### src/rtl/word_serial_tx.sv
// Purpose: framed parallel-to-serial transmitter (start bit, WIDTH data bits MSB first, stop bit).
// Latency: start bit appears the cycle after the accepting edge; frame lasts (WIDTH+2)*BIT_CYCLES cycles, done follows.
// Backpressure: in_ready is high only in IDLE; in_valid is ignored while a frame is in progress.
module word_serial_tx #(
    parameter int WIDTH      = 16,
    parameter int BIT_CYCLES = 4
) (
    input  logic             clk,
    input  logic             rst,
    input  logic [WIDTH-1:0] pin,
    input  logic             in_valid,
    output logic             in_ready,
    input  logic             abort,
    output logic             sout,
    output logic             busy,
    output logic             done
);

    // Counter widths never drop below one bit so degenerate parameters still elaborate.
    localparam int BIT_W = (WIDTH > 1) ? $clog2(WIDTH) : 1;
    localparam int CYC_W = (BIT_CYCLES > 1) ? $clog2(BIT_CYCLES) : 1;

    localparam logic [BIT_W-1:0] BIT_LAST = BIT_W'(WIDTH - 1);
    localparam logic [CYC_W-1:0] CYC_LAST = CYC_W'(BIT_CYCLES - 1);

    typedef enum logic [1:0] {
        IDLE  = 2'd0,
        START = 2'd1,
        DATA  = 2'd2,
        STOP  = 2'd3
    } state_t;

    state_t           state;
    state_t           state_nxt;

    logic [CYC_W-1:0] cyc_cnt;
    logic [CYC_W-1:0] cyc_nxt;
    logic [BIT_W-1:0] bit_cnt;
    logic [BIT_W-1:0] bit_nxt;
    logic [WIDTH-1:0] shreg;
    logic [WIDTH-1:0] shreg_nxt;

    logic             sout_nxt;
    logic             busy_nxt;
    logic             done_nxt;

    logic             accept;
    logic             kill;
    logic             cyc_last;
    logic             bit_last;

    // Handshake is purely a decode of the state register.
    assign in_ready = (state == IDLE);
    assign accept   = in_valid & in_ready;

    // Abort only matters once a frame is running; in IDLE it must not block a transfer.
    assign kill     = abort & (state != IDLE);

    assign cyc_last = (cyc_cnt == CYC_LAST);
    assign bit_last = (bit_cnt == BIT_LAST);

    // State register.
    always_ff @(posedge clk or posedge rst) begin
        if (rst) begin
            state <= IDLE;
        end else begin
            state <= state_nxt;
        end
    end

    // Next-state logic; abort overrides every other transition.
    always_comb begin
        state_nxt = state;
        if (kill) begin
            state_nxt = IDLE;
        end else begin
            case (state)
                IDLE:    if (accept) state_nxt = START;
                START:   if (cyc_last) state_nxt = DATA;
                DATA:    if (cyc_last && bit_last) state_nxt = STOP;
                STOP:    if (cyc_last) state_nxt = IDLE;
                default: state_nxt = IDLE;
            endcase
        end
    end

    // Next values for the bit-period counter, bit index and shift register.
    always_comb begin
        cyc_nxt   = cyc_cnt;
        bit_nxt   = bit_cnt;
        shreg_nxt = shreg;
        if (kill) begin
            cyc_nxt   = '0;
            bit_nxt   = '0;
            shreg_nxt = '0;
        end else begin
            case (state)
                IDLE: begin
                    cyc_nxt = '0;
                    bit_nxt = '0;
                    if (accept) begin
                        shreg_nxt = pin;
                    end
                end
                START, STOP: begin
                    cyc_nxt = cyc_last ? '0 : cyc_cnt + CYC_W'(1);
                end
                DATA: begin
                    if (cyc_last) begin
                        // Bit boundary: present the next bit at the MSB.
                        cyc_nxt   = '0;
                        shreg_nxt = shreg << 1;
                        bit_nxt   = bit_last ? '0 : bit_cnt + BIT_W'(1);
                    end else begin
                        cyc_nxt = cyc_cnt + CYC_W'(1);
                    end
                end
                default: begin
                    cyc_nxt = '0;
                    bit_nxt = '0;
                end
            endcase
        end
    end

    // Datapath registers.
    always_ff @(posedge clk or posedge rst) begin
        if (rst) begin
            cyc_cnt <= '0;
            bit_cnt <= '0;
            shreg   <= '0;
        end else begin
            cyc_cnt <= cyc_nxt;
            bit_cnt <= bit_nxt;
            shreg   <= shreg_nxt;
        end
    end

    // Output decode from the upcoming state, so the registered outputs line up with it.
    always_comb begin
        busy_nxt = (state_nxt != IDLE);
        done_nxt = (state == STOP) && cyc_last && !kill;
        case (state_nxt)
            START:   sout_nxt = 1'b0;
            DATA:    sout_nxt = shreg_nxt[WIDTH-1];
            default: sout_nxt = 1'b1;
        endcase
    end

    // Outputs come straight from flops so the serial line and status never glitch.
    always_ff @(posedge clk or posedge rst) begin
        if (rst) begin
            sout <= 1'b1;
            busy <= 1'b0;
            done <= 1'b0;
        end else begin
            sout <= sout_nxt;
            busy <= busy_nxt;
            done <= done_nxt;
        end
    end

endmodule

### config.mk
export PLATFORM = sky130hd
export DESIGN_NAME = word_serial_tx
export DESIGN_NICKNAME = d
export VERILOG_FILES = /design/src/rtl/word_serial_tx.sv
export SDC_FILE = /design/constraint.sdc
export NUM_CORES = 1
export LEC_CHECK = 0
export CORE_AREA = 3 3 90 49
export CTS_BUF_LIST = sky130_fd_sc_hd__clkbuf_4 sky130_fd_sc_hd__clkbuf_8 sky130_fd_sc_hd__clkbuf_16
export DETAILED_ROUTE_END_ITERATION = 7
export DIE_AREA = 0 0 93 52
export PLACE_DENSITY = 0.63
export SKIP_CTS_REPAIR_TIMING = 1
export SLEW_MARGIN = 20
export SYNTH_ARGS = -nofsm -noshare
export SYNTH_HDL_FRONTEND = slang
export SYNTH_SLANG_ARGS = --single-unit
export TNS_END_PERCENT = 100
### constraint.sdc
create_clock -name clk -period 1.4 [get_ports clk]
set_input_delay 0.14 -clock clk [delete_from_list [all_inputs] [get_ports clk]]
set_output_delay 0.14 -clock clk [all_outputs]
set_load 0.01 [all_outputs]
* Yosys cells after proc, flatten, opt, wreduce, memory -nomap -nowiden *
Cells that the tools add are included.

cells by class
  add/subtract/negate cells = 2
  eq/ne operators = 9
  mux-type cells = 18
  bitwise gates (word level) = 2
  reductions and logical operators = 11

operator list
  operator                                                          count
  16-bit two-way mux                                                3
  16-bit one-hot mux with 2 select lines                            1
  2-bit two-way mux                                                 7
  4-bit two-way mux                                                 3
  2-bit == test (second input constant)                             4
  2-bit one-hot mux with 4 select lines                             1
  4-bit one-hot mux with 2 select lines                             1
  4-bit by 1-bit adder with 4-bit output (second input constant)    1
  2-bit by 1-bit == test with 1-bit output (second input constant)  2
  4-bit == test (second input constant)                             1
  2-bit one-hot mux with 2 select lines                             1
  2-bit nonzero test                                                2
  1-bit logical AND                                                 3
  3-bit by 1-bit != test with 1-bit output (second input constant)  1
  3-bit != test (second input constant)                             1
  3-bit AND reduction                                               1
  3-bit nonzero test                                                1
  3-bit OR reduction                                                1
  2-bit by 1-bit adder with 2-bit output (second input constant)    1
  1-bit AND                                                         2
  2-bit zero test                                                   1
  1-bit one-hot mux with 2 select lines                             1
  2-bit AND reduction                                               1
  1-bit zero test                                                   1

word-level totals
  flip-flop bits (word level) = 27
  output and inout bits = 4
  word-level logic and storage cells = 50

* Longest topological paths before layout *
Gate-level depths: netlist of the first run.

  depth after elaboration = 7
  mapped depth = 7
  mapped depth without buffers = 5

* Least setup slack after synthesis of the first run *
Ideal clock, no wire load.

  kind = register to register
  start = register cyc_cnt[0]
  end = register shreg[9]
  data arrival time = 1.402 ns
  data required time = 1.325 ns
  slack = -0.077 ns
  stages on the path, launching flop included = 8
  buffers on the path = 2
  clock period less this slack = 1.477 ns
  cell sequence = dfrtp_1 > ha_1 > nand2b_2 > a21oi_2 > or2_1 > buf_6 > buf_12 > o2bb2ai_2

between the ends
  word-level cells in the longest chain between the ends = 3

ends and longest elaborated chain
  what                           RTL line  RTL
  start: declaration             36        logic [CYC_W-1:0] cyc_cnt;
  start signal: assignment       133       cyc_cnt <= cyc_nxt;
  2-bit == test                  59        assign cyc_last = (cyc_cnt == CYC_LAST);
  3-bit != test (no line)        n/a
  3-bit AND reduction (no line)  n/a
  end signal: assignment         135       shreg <= shreg_nxt;
  end: declaration               40        logic [WIDTH-1:0] shreg;

No other way between the ends.
A chain may end at the register's enable or synchronous reset.

* Final worst setup path of the first run *
  start = register cyc_cnt[0]
  end = register shreg[14]

Same word-level chain as after synthesis.

==> flow_metrics.py, run 1 <==
metrics = {
    "outcome": {
        "outcome": "finished with violations",
        "failed_checks": "setup timing",
    },
    "grt": {
        "first_global_vias": 1239,
        "grt_pass1_wl_um": 6290,
        "grt_start_max_net_pins": 19,
        "global_route_usage_over_all_layers_pct": 16.8,
        "grt_remaining_overflow": 0,
        "antenna_found_initial": 0,
    },
    "place": {
        "count_of_buffers_inserted_at_the_top_level_ports": 23,
        "dp_slack_ns": -0.191,
        "placement.cell_area_um2": 1860,
        "dp_hpwl_um": 2800,
        "place.gp.congestion": 0.842,
    },
    "layout": {
        "utilization_after_layout_pct": 56.6,
        "filler_cell_count": 323,
        "drive_gt1_share_pct": 45.3,
        "finish.net_count": 193,
        "syn2layout_area_growth_pct": 52.2,
        "fin_area_um2": 2130,
        "antenna_cells_inserted": 0,
    },
    "worst_setup_path": {
        "worstSetupPathType": "reg2reg",
        "cp_data_required_time_ns": 1.61,
        "crit_start": "cyc_cnt[0]",
        "critPathMaxFanout": 8,
        "reg2reg_from": "cyc_cnt[0]",
        "cp-start-kind": "flop",
        "cpPeakStageDelay_ns": 0.42,
        "cp_data_arrival_time_ns": 1.72,
        "delay_heaviest_family_cp": "flip-flops",
        "critical_path.n_buffers_inverters": 2,
        "crit_slowest_cell": "sky130_fd_sc_hd__dfrtp_1",
        "setup.worst_path.end_class": "flop",
        "timing.critical_path.cells": "ha_4, buf_6, nand2b_4, a21oi_4, or2_4, buf_8, o2bb2ai_2",
    },
    "cts": {
        "clockRootBuffer": "sky130_fd_sc_hd__clkbuf_8",
        "numCtsBuffers": 3,
        "clk_transition_reported_paths_ns": 0.09,
        "tritoncts": "built",
        "insertion_delay_ns": 0.28,
        "cts_num_sinks": 27,
        "ctsHtreeMaxLevel": 1,
        "clk_path_buf_depth": 2,
    },
    "power_and_ir_drop": {
        "vdd_drop_max_mv": 0.402,
        "cellLeakagePower_nw": 0.893,
        "power.density_nw_per_um2": 891,
    },
    "routing": {
        "post_route_antenna_net_violation_count": 0,
        "routed_wl_um": 3970,
        "vias": 1228,
        "wl_per_cell_um": 17.7,
        "detailedRoute.firstPassIterationCount": 4,
        "drt_iter0_drc": 146,
        "drc_errors": 0,
        "drt-vias-per-instance": 5.48,
    },
    "timing": {
        "hold_viol_final": 0,
        "worst-slew-pin-transition_ns": 0.403,
        "layout_setup_ws_ns": -0.110,
        "min_period_ns": 1.51,
        "setup_repair_after_global_routing_missed_its_margin": "yes",
        "headroom_to_the_max_slew_limit_pct": 73.1,
        "slew_viol_final": 0,
        "fmaxAchievable_mhz": 662,
        "final_hold_slack_ns": 0.145,
        "timing.final.crit_share_pct": 108,
        "finalSetupViolations": 20,
        "finalClockSkew_ns": 0.00306,
    },
    "flow_run": {
        "maxCapViolations": 0,
    },
    "synthesis": {
        "synthTopCellsByArea": "sky130_fd_sc_hd__dfrtp_1 47%, sky130_fd_sc_hd__o2bb2ai_2 11%, sky130_fd_sc_hd__a22oi_1 4.8%",
        "synth.yosys.warnings": 0,
        "seq_area_frac_synth_pct": 48.4,
        "netlist.top_cell.by_area": "sky130_fd_sc_hd__dfrtp_1",
        "synth_edf_count": 0,
        "synth_ff_type": "sky130_fd_sc_hd__dfrtp_1",
        "netlist_instances": 120,
        "synth.most_common_cell": "sky130_fd_sc_hd__dfrtp_1",
        "netlist_area_um2": 1400,
        "synth_top_cell_area_share_pct": 46.5,
        "postSynthNetCount": 142,
        "synth.cells.most_frequent": "26 x sky130_fd_sc_hd__dfrtp_1, 10 x sky130_fd_sc_hd__o2bb2ai_2, 9 x sky130_fd_sc_hd__a22oi_1",
        "async_reset_ff_share_pct": 100,
        "ys_ff_latch": 27,
        "synth.lib_cells_used.distinct": 44,
        "post_synth.cell_area_avg_um2": 11.7,
    },
    "floorplanning": {
        "io_pins": 24,
        "dieHeight_um": 52,
        "rows": 16,
        "placeableCoreArea_um2": 3760,
        "dieArea_um2": 4840,
        "start_util_pct": 37.2,
        "chipWidth_um": 93,
    },
    "worst_hold_path": {
        "hold_path_class": "in2async",
    },
}
[power by group]
part | leakage [nW] | internal (mW) | switching, mW
clock | 0.0217 | 0.203 | 0.255
sequential | 0.357 | 0.853 | 0.0696
combinational | 0.515 | 0.285 | 0.232
total | 0.893 | 1.34 | 0.557
[cell usage in the layout (no fill, tap or decap), drive strengths merged]
master         count
dlymetal6s2s       2
and3               1
buf               33
nor2b              1
nor3               4
or3                1
dfstp              1
xor2               1
nor2               5
nand2b             3
dfrtp             26
nand3              1
a221oi             1
nor4               1
a211oi             1
or2                1
a21boi             2
o2bb2ai           14
o22a               1
o21ai              4
nand3b             1
clkbuf             4
ha                 2
mux2i              1
a21oi              6
inv                2
a22oi              9
nor3b              1
and2               1
clkinvlp           1
o31ai              2
a32oi              6
nand2              6
o32ai              1
a22o               1
clkdlybuf4s50     21
a32o               1
[path summary, 6_finish.rpt]
check / endpoint / slack, ns / cells after the start
setup / recovery: shreg[14] / -0.11 / 7
hold / removal: done / 0.15 / 2
setup reg to reg: shreg[14] / -0.11 / 7
hold reg to reg: cyc_cnt[0] / 0.50 / 1
max in group asynchronous: state[1] / 0.80 / 3
min in group clk: cyc_cnt[0] / 0.50 / 1
[through the flow]
stage,power [mW],setup TNS [ns],cells
floorplan,1.15,0,120
global placement,1.35,-1.88,213
detailed placement,1.36,-2.60,213
CTS,1.83,-2.32,217
global route,1.99,-2.57,224
finish,1.90,-1.65,224
[flip-flops by register name, indices dropped and copies added, names as in the netlist]
name     count
bit_cnt      4
busy         1
cyc_cnt      2
done         1
shreg       16
sout         1
state        2
[metal layers]
layer	up-vias	wire, µm	GRT usage (%)
met5	-	0	0
met4	0	36	2.68
met2	37	1760	25.9
met1	623	1920	23.7
met3	6	256	5.20
li1	562	-	-
[worst reg2reg max path: cells and delay by family, from the launching register on]
family | cells | cell delay, ns
simple gates | 2 | 0.31
flops | 1 | 0.42
compound gates | 2 | 0.28
fa+ha+maj | 1 | 0.19
buf+inv | 2 | 0.25
[area by class of cell]
cell class,count,area (µm²),area share (%)
clock buffers,3,41.3,1.94
clock inverters,1,7.51,0.353
inverters,2,7.51,0.353
multi-input cells,80,767,36.0
flip-flops and latches,27,679,31.9
well taps,54,67.6,3.17
repair buffers,57,559,26.3
[logic make-up (layout without fill, tap and decap cells)]
kind of cell	Yosys count	after routing	synth area share, %
AOI/OAI and AO/OA	49	49	31.8
xor gates and xnor gates	1	1	0.626
adders and majority gates	2	2	1.79
DFF	27	27	48.4
muxes	1	1	0.716
and+or+nand+nor	27	27	10.2
buffers and inverters	13	63	6.44
No activity file was read; power rests on OpenSTA's default activity.
==> run 2: changes to the inputs <==
--- a/config.mk
+++ b/config.mk
@@ -5,10 +5,13 @@
 export SDC_FILE = /design/constraint.sdc
 export NUM_CORES = 1
 export LEC_CHECK = 0
+export CAP_MARGIN = 20
 export CORE_AREA = 3 3 90 49
 export CTS_BUF_LIST = sky130_fd_sc_hd__clkbuf_4 sky130_fd_sc_hd__clkbuf_8 sky130_fd_sc_hd__clkbuf_16
+export CTS_CLUSTER_DIAMETER = 40
 export DETAILED_ROUTE_END_ITERATION = 7
 export DIE_AREA = 0 0 93 52
+export GPL_ROUTABILITY_DRIVEN = 0
 export PLACE_DENSITY = 0.63
 export SKIP_CTS_REPAIR_TIMING = 1
 export SLEW_MARGIN = 20
==> results of run 2 <==
Final layout, timing and power as in run 1 (identical DEF).
